==> src/rtl/acl_spi_sampler_pkg.sv <==
`default_nettype none
`timescale 1ns/1ps
// ============================================================================
// Package : acl_pkg
// Brief   : ADXL362 command/register constants, byte tables and sampler states.
// Rev     : 1.0
// ============================================================================
package acl_pkg;

  localparam logic [7:0] c_cmd_write         = 8'h0A;
  localparam logic [7:0] c_cmd_read          = 8'h0B;
  localparam logic [7:0] c_reg_power_ctl     = 8'h2D;
  localparam logic [7:0] c_reg_xdata         = 8'h08;
  localparam logic [7:0] c_power_ctl_measure = 8'h02;

  localparam int c_cfg_bytes  = 3;
  localparam int c_read_bytes = 5;

  typedef enum logic [2:0] {
    ST_WAIT_PWR = 3'd0,
    ST_CFG      = 3'd1,
    ST_IDLE     = 3'd2,
    ST_READ     = 3'd3,
    ST_LATCH    = 3'd4
  } acl_state_t;

  function automatic logic [7:0] cfg_byte(input logic [2:0] idx);
    case (idx)
      3'd0:    return c_cmd_write;
      3'd1:    return c_reg_power_ctl;
      default: return c_power_ctl_measure;
    endcase
  endfunction

  // Bytes 2..4 are dummies that clock out X, Y, Z.
  function automatic logic [7:0] read_byte(input logic [2:0] idx);
    case (idx)
      3'd0:    return c_cmd_read;
      3'd1:    return c_reg_xdata;
      default: return 8'h00;
    endcase
  endfunction

endpackage
`default_nettype wire

==> src/rtl/acl_spi_sampler_if.sv <==
`default_nettype none
`timescale 1ns/1ps
// ============================================================================
// Interface : acl_spi_sampler_if
// Brief     : SPI bus between the sampler (master) and the ADXL362 (slave).
// Rev       : 1.0
// ============================================================================
interface acl_spi_sampler_if;
  logic sclk;
  logic mosi;
  logic cs_n;
  logic miso;

  modport master (output sclk, output mosi, output cs_n, input miso);
  modport slave  (input sclk, input mosi, input cs_n, output miso);
endinterface
`default_nettype wire

==> src/rtl/acl_spi_sampler_byte_engine.sv <==
`default_nettype none
`timescale 1ns/1ps
// ============================================================================
// Module : spi_byte_engine
// Brief  : One mode-0 SPI byte, MSB first; restartable on done for gapless bursts.
// Rev    : 1.0
// ============================================================================
module spi_byte_engine #(
  parameter int CLK_DIV = 50
) (
  input  wire logic       clk,
  input  wire logic       rst_n,
  input  wire logic       start,
  input  wire logic [7:0] tx_byte,
  input  wire logic       miso,
  output logic            sclk,
  output logic            mosi,
  output logic [7:0]      rx_byte,
  output logic            done
);

  localparam int c_div_w = $clog2(CLK_DIV + 1);

  logic               r_busy;
  logic [c_div_w-1:0] r_div;
  logic [3:0]         r_half;
  logic [6:0]         r_sh;
  logic [7:0]         r_rx;
  logic               r_miso_s1;
  logic               r_miso_s2;
  logic               w_edge;

  assign w_edge  = (r_div == c_div_w'(CLK_DIV - 1));
  assign done    = r_busy && w_edge && (r_half == 4'd15);
  assign rx_byte = r_rx;

  always_ff @(posedge clk or negedge rst_n) begin
    if (!rst_n) begin
      r_busy    <= 1'b0;
      r_div     <= '0;
      r_half    <= 4'd0;
      r_sh      <= 7'd0;
      r_rx      <= 8'd0;
      r_miso_s1 <= 1'b0;
      r_miso_s2 <= 1'b0;
      sclk      <= 1'b0;
      mosi      <= 1'b0;
    end else begin
      r_miso_s1 <= miso;
      r_miso_s2 <= r_miso_s1;
      if (r_busy) begin
        if (w_edge) begin
          r_div  <= '0;
          r_half <= r_half + 4'd1;
          if (!r_half[0]) begin
            sclk <= 1'b1;
            r_rx <= {r_rx[6:0], r_miso_s2};
          end else begin
            sclk <= 1'b0;
            mosi <= r_sh[6];
            r_sh <= {r_sh[5:0], 1'b0};
            if (r_half == 4'd15) r_busy <= 1'b0;
          end
        end else begin
          r_div <= r_div + c_div_w'(1);
        end
      end
      // A start coinciding with done overrides the idle transition above.
      if (start) begin
        r_busy <= 1'b1;
        r_sh   <= tx_byte[6:0];
        mosi   <= tx_byte[7];
        r_div  <= '0;
        r_half <= 4'd0;
      end
    end
  end

endmodule
`default_nettype wire

==> src/rtl/acl_spi_sampler.sv <==
`default_nettype none
`timescale 1ns/1ps
// ============================================================================
// Module : acl_spi_sampler
// Brief  : Configures the ADXL362 once, then samples X/Y/Z into a packed 15-bit word.
// Rev    : 1.0
// ============================================================================
module acl_spi_sampler #(
  parameter int CLK_DIV       = 50,
  parameter int SAMPLE_PERIOD = 10_000_000,
  parameter int POWERUP_WAIT  = 600_000,
  parameter int CS_GAP        = 2
) (
  input  wire logic          clk,
  input  wire logic          rst_n,
  acl_spi_sampler_if.master  spi,
  output logic [14:0]        acl_data,
  output logic               acl_valid
);
  import acl_pkg::*;

  // cs_n trails the last fall by one half-period, then stays high for the gap.
  localparam int c_tail       = (CS_GAP + 1) * CLK_DIV;
  localparam int c_cs_rise_at = CS_GAP * CLK_DIV + 1;

  acl_state_t  r_state;
  acl_state_t  w_state_n;
  logic [31:0] r_pwr_cnt;
  logic [31:0] r_timer;
  logic [31:0] r_post;
  logic [2:0]  r_idx;
  logic        r_cs_n;
  logic [4:0]  r_x;
  logic [4:0]  r_y;
  logic [4:0]  r_z;
  logic        w_start;
  logic [7:0]  w_tx;
  logic        w_begin;
  logic        w_last;
  logic        w_done;
  logic [7:0]  w_rx;
  logic        w_unused_rx_lsb;

  assign spi.cs_n        = r_cs_n;
  assign w_unused_rx_lsb = ^w_rx[2:0];

  spi_byte_engine #(.CLK_DIV(CLK_DIV)) u_engine (
    .clk     (clk),
    .rst_n   (rst_n),
    .start   (w_start),
    .tx_byte (w_tx),
    .miso    (spi.miso),
    .sclk    (spi.sclk),
    .mosi    (spi.mosi),
    .rx_byte (w_rx),
    .done    (w_done)
  );

  always_comb begin
    w_state_n = r_state;
    w_start   = 1'b0;
    w_tx      = 8'h00;
    w_begin   = 1'b0;
    w_last    = 1'b0;
    unique case (r_state)
      ST_WAIT_PWR: begin
        if (r_pwr_cnt >= 32'(POWERUP_WAIT - 1)) begin
          w_state_n = ST_CFG;
          w_begin   = 1'b1;
          w_start   = 1'b1;
          w_tx      = c_cmd_write;
        end
      end
      ST_CFG: begin
        if (w_done) begin
          if (r_idx == 3'(c_cfg_bytes - 1)) begin
            w_last    = 1'b1;
            w_state_n = ST_IDLE;
          end else begin
            w_start = 1'b1;
            w_tx    = cfg_byte(r_idx + 3'd1);
          end
        end
      end
      ST_IDLE: begin
        // A timer that expired during a transaction holds at zero until here.
        if (r_post == 32'd0 && r_timer == 32'd0) begin
          w_state_n = ST_READ;
          w_begin   = 1'b1;
          w_start   = 1'b1;
          w_tx      = c_cmd_read;
        end
      end
      ST_READ: begin
        if (w_done) begin
          if (r_idx == 3'(c_read_bytes - 1)) begin
            w_last    = 1'b1;
            w_state_n = ST_LATCH;
          end else begin
            w_start = 1'b1;
            w_tx    = read_byte(r_idx + 3'd1);
          end
        end
      end
      ST_LATCH: w_state_n = ST_IDLE;
      default:  w_state_n = ST_WAIT_PWR;
    endcase
  end

  always_ff @(posedge clk or negedge rst_n) begin
    if (!rst_n) begin
      r_state   <= ST_WAIT_PWR;
      r_pwr_cnt <= 32'd0;
      r_timer   <= 32'd0;
      r_post    <= 32'd0;
      r_idx     <= 3'd0;
      r_cs_n    <= 1'b1;
      r_x       <= 5'd0;
      r_y       <= 5'd0;
      r_z       <= 5'd0;
      acl_data  <= 15'd0;
      acl_valid <= 1'b0;
    end else begin
      r_state <= w_state_n;
      if (r_state == ST_WAIT_PWR) r_pwr_cnt <= r_pwr_cnt + 32'd1;

      if (w_begin) begin
        r_cs_n <= 1'b0;
        r_idx  <= 3'd0;
      end else begin
        if (w_start) r_idx <= r_idx + 3'd1;
        if (r_post == 32'(c_cs_rise_at)) r_cs_n <= 1'b1;
      end

      if (w_last)              r_post <= 32'(c_tail);
      else if (r_post != 32'd0) r_post <= r_post - 32'd1;

      if (r_state == ST_CFG)     r_timer <= 32'd0;
      else if (w_begin)          r_timer <= 32'(SAMPLE_PERIOD - 1);
      else if (r_timer != 32'd0) r_timer <= r_timer - 32'd1;

      if (w_done && r_state == ST_READ) begin
        case (r_idx)
          3'd2:    r_x <= w_rx[7:3];
          3'd3:    r_y <= w_rx[7:3];
          3'd4:    r_z <= w_rx[7:3];
          default: ;
        endcase
      end

      acl_valid <= (r_state == ST_LATCH);
      if (r_state == ST_LATCH) acl_data <= {r_x, r_y, r_z};
    end
  end

endmodule
`default_nettype wire

==> src/flat_wrapper.sv <==
// flat-port wrapper written by rule: the top's interface ports become plain ports
module acl_spi_sampler_flat import acl_pkg::*;
#(
  parameter int CLK_DIV       = 50,
  parameter int SAMPLE_PERIOD = 10_000_000,
  parameter int POWERUP_WAIT  = 600_000,
  parameter int CS_GAP        = 2
)
  (clk, rst_n, acl_data, acl_valid, spi_sclk, spi_mosi, spi_cs_n, spi_miso);
  acl_spi_sampler_if spi_i ();
  input  wire logic clk;
  input  wire logic rst_n;
  output logic [14:0] acl_data;
  output logic acl_valid;
  output wire logic [$bits(spi_i.sclk)-1:0] spi_sclk;
  output wire logic [$bits(spi_i.mosi)-1:0] spi_mosi;
  output wire logic [$bits(spi_i.cs_n)-1:0] spi_cs_n;
  input wire logic [$bits(spi_i.miso)-1:0] spi_miso;
  assign spi_sclk = spi_i.sclk;
  assign spi_mosi = spi_i.mosi;
  assign spi_cs_n = spi_i.cs_n;
  assign spi_i.miso = spi_miso;
  acl_spi_sampler #(.CLK_DIV(CLK_DIV), .SAMPLE_PERIOD(SAMPLE_PERIOD), .POWERUP_WAIT(POWERUP_WAIT), .CS_GAP(CS_GAP)) u_core (.clk(clk), .rst_n(rst_n), .spi(spi_i), .acl_data(acl_data), .acl_valid(acl_valid));
endmodule
==> config.mk <==
export PLATFORM = sky130hd
export DESIGN_NAME = acl_spi_sampler_flat
export DESIGN_NICKNAME = d
export VERILOG_FILES = /design/src/rtl/acl_spi_sampler_pkg.sv /design/src/rtl/acl_spi_sampler_if.sv /design/src/rtl/acl_spi_sampler_byte_engine.sv /design/src/rtl/acl_spi_sampler.sv /design/src/flat_wrapper.sv
export SDC_FILE = /design/constraint.sdc
export NUM_CORES = 1
export LEC_CHECK = 0
export ABC_AREA = 0
export CAP_MARGIN = 15
export CORE_MARGIN = 5
export CORE_UTILIZATION = 55
export CTS_BUF_LIST = sky130_fd_sc_hd__clkbuf_8
export DETAILED_ROUTE_END_ITERATION = 10
export PLACE_DENSITY = 0.69
export SYNTH_ARGS = -nofsm -noshare
export SYNTH_HDL_FRONTEND = slang
export SYNTH_SLANG_ARGS = --single-unit
export TNS_END_PERCENT = 10
==> constraint.sdc <==
create_clock -name clk -period 5.83 [get_ports clk]
set_input_delay 1.166 -clock clk [delete_from_list [all_inputs] [get_ports clk]]
set_output_delay 1.166 -clock clk [all_outputs]
set_load 0.05 [all_outputs]
# Word level (Yosys, flattened, before mapping)
# Index checks and enable logic that the tools add are counted.
[classes] addsub=6 n_eq_ne=17 mux=58 n_reduce_logical=25 magnitude_cmp=1 n_bitwise=1
[ops] operator="32-bit 2-to-1 mux" count=5
[ops] operator="32-bit logical NOT" count=2
[ops] operator="32-bit nonzero test" count=2
[ops] operator="32-bit by 1-bit subtractor with 32-bit output, second input constant" count=2
[ops] operator="32-bit by 1-bit adder with 32-bit output, second input constant" count=1
[ops] operator="32-bit by 7-bit equality test with 1-bit output, second input constant" count=1
[ops] operator="32-bit by 20-bit >= comparator with 1-bit output, second input constant" count=1
[ops] operator="8-bit 2-to-1 mux" count=4
[ops] operator="8-bit one-hot mux with 4 select lines" count=1
[ops] operator="7-bit 2-to-1 mux" count=4
[ops] operator="3-bit 2-to-1 mux" count=8
[ops] operator="1-bit 2-to-1 mux" count=22
[ops] operator="4-bit 2-to-1 mux" count=5
[ops] operator="6-bit 2-to-1 mux" count=3
[ops] operator="3-bit one-hot mux with 5 select lines" count=1
[ops] operator="3-bit by 2-bit equality test with 1-bit output, second input constant" count=4
[ops] operator="2-bit by 1-bit inequality test with 1-bit output, second input constant" count=6
[ops] operator="6-bit one-hot mux with 2 select lines" count=1
[ops] operator="2-bit nonzero test" count=6
[ops] operator="2-bit AND reduction" count=5
[ops] operator="4-bit one-hot mux with 2 select lines" count=1
[ops] operator="6-bit by 1-bit adder with 6-bit output, second input constant" count=1
[ops] operator="3-bit by 1-bit equality test with 1-bit output, second input constant" count=2
[ops] operator="3-bit equality test, second input constant" count=2
[ops] operator="12 further kinds" count=18
[totals] output_inout_bits=19 regBits=164 input_bits=3

# Logic depth before layout (Yosys ltp)
[logic_depth] depth_word=7 depth_mapped=10 mapped_depth_nobuf=8

# By module
# Synthesis repeated with hierarchy kept, for this count alone.
[unflattened] hier_cells=762 area_unflattened_um2=7986.4
[modules_own_cells] mod="acl_spi_sampler" area_each_um2=6517.5 cells_per_inst=631 instances=1 seq_area_each_um2=3354.5
[modules_own_cells] mod="spi_byte_engine" area_each_um2=1468.9 cells_per_inst=131 instances=1 seq_area_each_um2=750.7

# Least setup slack after synthesis
# No wires, ideal clock.
[synth_timing] path_kind="flip-flop to flip-flop" startpoint="reg u_core.r_post[11]" endpoint="reg u_core.r_idx[2]" arrival_time_ns=2.642 synth_period_minus_slack_ns=2.762 setup_time_ns=0.120 stages_incl_launch_ff=9 path_slack_ns=3.068 cell_sequence="dfrtp_1 -> or4_4 -> or4b_4 -> buf_6 -> nor4_4 -> nand3_4 -> and2_4 -> buf_6 -> a31o_1"
[synth_via] elab_chain_cells=5 elab_cells_between_ends=7 classes_between="mux: 4; reduce/logical: 3"
[synth_rtl] item="start, declared" line_no="acl_spi_sampler.sv:30" text="logic [31:0] r_post;"
[synth_rtl] item="start signal, assigned" line_no="acl_spi_sampler.sv:135" text="if (w_last) r_post <= 32'(c_tail);"
[synth_rtl] item="start signal, assigned" line_no="acl_spi_sampler.sv:136" text="else if (r_post != 32'd0) r_post <= r_post - 32'd1;"
[synth_rtl] item="32-bit logical NOT *" line_no="acl_spi_sampler.sv:87" text="if (r_post == 32'd0 && r_timer == 32'd0) begin"
[synth_rtl] item="1-bit logical AND *" line_no="acl_spi_sampler.sv:87"
[synth_rtl] item="1-bit 2-to-1 mux *" line_no="acl_spi_sampler.sv:87"
[synth_rtl] item="1-bit one-hot mux with 4 select lines / 1-bit one-hot mux with 2 select lines (equally long branches)" line_no="acl_spi_sampler.sv:65" text="unique case (r_state)"
[synth_rtl] item="2-bit nonzero test (no line) / 3-bit 2-to-1 mux (equally long branches)"
[synth_rtl] item="end signal, assigned" line_no="acl_spi_sampler.sv:131" text="if (w_start) r_idx <= r_idx + 3'd1;"
[synth_rtl] item="end, declared" line_no="acl_spi_sampler.sv:31" text="logic [2:0] r_idx;"
# Every way passes the cells marked *; elsewhere a longest branch is shown, timed or not.
# A chain may end at the register's enable or synchronous reset.

# Worst setup path after layout
[layout_timing] startpoint="reg u_core.r_post[11]" endpoint="reg u_core.u_engine.r_sh[5]"
[layout_via] elab_chain_cells=6 elab_cells_between_ends=9 classes_between="mux: 3; reduce/logical: 6"
[layout_rtl] item="32-bit logical NOT *" line_no="acl_spi_sampler.sv:87"
[layout_rtl] item="1-bit logical AND *" line_no="acl_spi_sampler.sv:87"
[layout_rtl] item="1-bit 2-to-1 mux *" line_no="acl_spi_sampler.sv:87"
[layout_rtl] item="1-bit one-hot mux with 4 select lines *" line_no="acl_spi_sampler.sv:65"
[layout_rtl] item="2-bit nonzero test (no line)"
[layout_rtl] item="3-bit AND reduction (no line)"
[layout_rtl] item="end signal, assigned" line_no="acl_spi_sampler_byte_engine.sv:61" text="r_sh <= {r_sh[5:0], 1'b0};"
[layout_rtl] item="end signal, assigned" line_no="acl_spi_sampler_byte_engine.sv:71" text="r_sh <= tx_byte[6:0];"
[layout_rtl] item="end, declared" line_no="acl_spi_sampler_byte_engine.sv:27" text="logic [6:0] r_sh;"
# Marks and branches as above.

==> metrics.md <==
| Metric | Value |
|---|---|
| Critical Path Sink Type | `flop` |
| Seq pwr share | `56.7%` |
| Die ar. | `16700 µm²` |
| Max Slew Vio Count | `0` |
| Final Hold Viols | `0` |
| Peak Freq | `325 MHz` |
| Non-filler cells, final | `953` |
| Warnings from Yosys | `0` |
| Worst clock skew | `0.0161 ns` |
| Clk sink count | `164` |
| CORE AREA | `13900 µm²` |
| RePlAce Congestion | `0.888` |
| Share of cells above drive strength 1 | `11.5%` |
| I/O pins | `22` |
| Post-route ant nets | `0` |
| Largest net degree at the start of global routing | `68` |
| Setup TNS Final | `0 ns` |
| Clock power frac | `42.2%` |
| DR vias | `5396` |
| Status | `finished, final reports clean` |
| Cts bufs inserted | `17` |
| Synth Instances | `741` |
| Peak supply drop | `0.000181 V` |
| Cts hold-fix bufs | `0` |
| Max cap viols | `0` |
| Initial antenna violation count | `0` |
| Number of buffers added on ports | `21` |
| Sw Pwr | `503 µW` |
| First-pass GRT wire length | `26.0 mm` |
| P_int | `1.50 mW` |
| Main flop type after synthesis | `dfrtp_1` |
| Avg WL per Cell | `15.0 µm` |
| Post-synth ARST share | `100%` |
| Data required, critical path | `6.16 ns` |
| DRC viols | `0` |
| Placed cell count | `921` |
| Least-Margin Pin Slew | `1.09 ns` |
| Worst path cell trace | `or4_4 > or4b_4 > nor4_4 > nand3_4 > nand3_1 > o21ai_0` |
| Met3 wire len | `474 µm` |
| Syn avg cell area | `10.5 µm²` |
| Die height | `129 µm` |
| Final worst path period need | `3.08 ns` |
| Dpl hpwl | `9.49 mm` |
| Mapped Nets | `758` |
| DR iter-0 viols | `381` |
| RSZ-0062 raised after global routing | `no` |
| Highest-delay cell along the critical path | `or4_4` |
| Hold crit path type | `reg2reg` |
| Post-CTS setup buffer count | `0` |
| #FFs+latches synth | `164` |
| Sequential area share after synthesis | `52.6%` |
| DR top layer | `met4` |
| Clock latency on the worst-skew pair | `0.48 ns` |
| Clock Tree Root | `clkbuf_8` |
| Critical Setup Path Class | `reg2reg` |
| DRT Wirelength | `14.3 mm` |
| Mapped Area | `7800 µm²` |
| Setup crit start kind | `flop` |
| Initial Util | `56.2%` |
| CP max stage delay | `0.58 ns` |
| Clock transition at path regs | `0.10 ns` |
| FILL cells | `1150` |
| # diodes | `0` |
| Sw Share | `25.1%` |
| DR vias/cell | `5.66` |
| Post-CTS sizing | `0` |
| First-pass DRT Iterations | `5` |
| Number of core rows | `43` |
| Leak | `4.19 nW` |
| Final period util | `52.8%` |
| Pwr/cell area | `234 nW/µm²` |
| Worst Path Max Fanout | `17` |
| Post-synth cell types | `55` |
| Vias in the first global route | `5469` |
| Longest Clk Path Bufs | `2` |
| Comb power frac | `1.2%` |
| WP data arrival | `3.41 ns` |
| Slew headroom | `27.3%` |
| Tot GR Track Use | `19.2%` |
| Final setup viols | `0` |
| TritonCTS clock tree | `done` |
| Area growth from synthesis to final layout | `9.90%` |
| Met1 WL | `7.03 mm` |
| Grt ovf | `0` |
| Fin nets | `777` |
| Worst hold slack | `0.367 ns` |
| Met2 wire length | `6.62 mm` |
| R2r setup slk | `2.75 ns` |
| Htree depth | `4` |
| Die Span X | `129 µm` |
| Post-synth EDFFs | `0` |
-- flip-flops by register name (all words and copies together) (netlist names), 4 cells and up --
name and flops:
u_core.u_engine.r_half 4, u_core.r_x 5, u_core.r_z 5, u_core.r_pwr_cnt 32
u_core.r_y 5, u_core.acl_data 15, u_core.u_engine.rx_byte 8, u_core.u_engine.r_sh 7
u_core.r_post 32, u_core.u_engine.r_div 6, u_core.r_timer 32
-- synth_stat cells (all sizes together), types with 12 or more instances --
library cell  instances  area share [%]
xnor2                48             5.4
nor4                 21             1.9
and3                 12            0.96
nor2                 92             4.4
xor2                 37             4.2
ha                   14             2.2
nand2                61             2.9
nand4                17             1.4
o21ai                20             1.3
nand3                38             2.6
dfrtp               163              52
mux2                 40             5.8
a21oi                27             1.7
nor3                 30             1.9
clkbuf               20            0.96
-- worst max-delay path: cells and delay by family, from the launching register on --
| family | cells | cell delay (ns) |
|---|---|---|
| compound gates | 1 | 0.19 |
| flops | 1 | 0.42 |
| simple gates | 5 | 2.32 |
-- routing by layer --
| layer | up-vias | GRT usage [%] |
|---|---|---|
| met5 | - | 0 |
| met4 | 0 | 6.67 |
| met3 | 18 | 4.74 |
| met2 | 89 | 29.8 |
| met1 | 2665 | 26.5 |
| li1 | 2624 | - |
-- placed cells by master, fill, tap and decap left out, types with 4 or more instances in the layout --
cell / count
dfrtp_1: 163
nor2_1: 92
nand2_1: 61
xnor2_1: 48
mux2_2: 40
nand3_1: 37
xor2_1: 37
nor3_1: 30
a21oi_1: 27
nor4_1: 20
clkdlybuf4s50_1: 20
o21ai_0: 19
nand4_1: 17
clkbuf_8: 17
ha_1: 14
and3_1: 12
mux2i_1: 11
or3_1: 10
inv_1: 9
nor2b_1: 7
or4_1: 6
inv_6: 6
and2_1: 5
nand4b_1: 4
nand2b_1: 4
inv_8: 4
-- area by class of cell --
class                      count  area, µm²  share of cell area [%]
inverter                       9       33.8                   0.394
multi-input combinational    543       3550                    41.4
clock buffer                  17        234                    2.73
clock inverter                15        178                    2.07
sequential                   164       4110                    47.9
tap                          180        225                    2.63
timing repair buffer          25        245                    2.86
-- final timing paths --
check                                           from                         to  cells after the start
setup reg to reg                   u_core.r_post[11]    u_core.u_engine.r_sh[5]                      6
hold reg to reg            u_core.u_engine.r_miso_s1  u_core.u_engine.r_miso_s2                      0
hold / removal             u_core.u_engine.r_miso_s1  u_core.u_engine.r_miso_s2                      0
setup / recovery                   u_core.r_post[11]    u_core.u_engine.r_sh[5]                      6
min in group asynchronous                      rst_n         u_core.r_timer[21]                      1
max in group asynchronous                      rst_n          u_core.r_post[25]                      2
-- power by group through the flow --
stage	clock network [mW]	registers [mW]	logic [mW]
floorplan	0	1.16	0.00000832
global placement	0	1.16	0.0246
detailed placement	0	1.16	0.0250
CTS	0.870	1.14	0.0252
global route	0.922	1.14	0.0289
finish	0.846	1.14	0.0233
-- kinds of logic (layout without fill, tap and decap cells) --
group | after synthesis | after routing | synth area share, %
AO/OA/AOI/OAI | 66 | 66 | 5.05
XOR/XNOR | 85 | 85 | 9.54
adder cells (fa/ha/maj) | 14 | 14 | 2.25
buffers and inverters | 34 | 66 | 1.91
flip-flops | 164 | 164 | 52.6
multiplexers | 51 | 51 | 7.19
AND/OR/NAND/NOR | 327 | 327 | 21.4
-- through the flow --
step / worst slack (ns) / utilization [%] / total power [mW] / cell area [µm²]
after global routing: 2.48 / 61.8 / 2.09 / 8570
after detailed placement: 2.70 / 58.8 / 1.18 / 8160
after global placement: 2.78 / 58.7 / 1.18 / 8150
final: 2.75 / 61.8 / 2.01 / 8570
after floorplan: 3.07 / - / 1.16 / 7800
after CTS: 2.68 / 61.8 / 2.03 / 8570
Power figures use the tool's default switching activity.
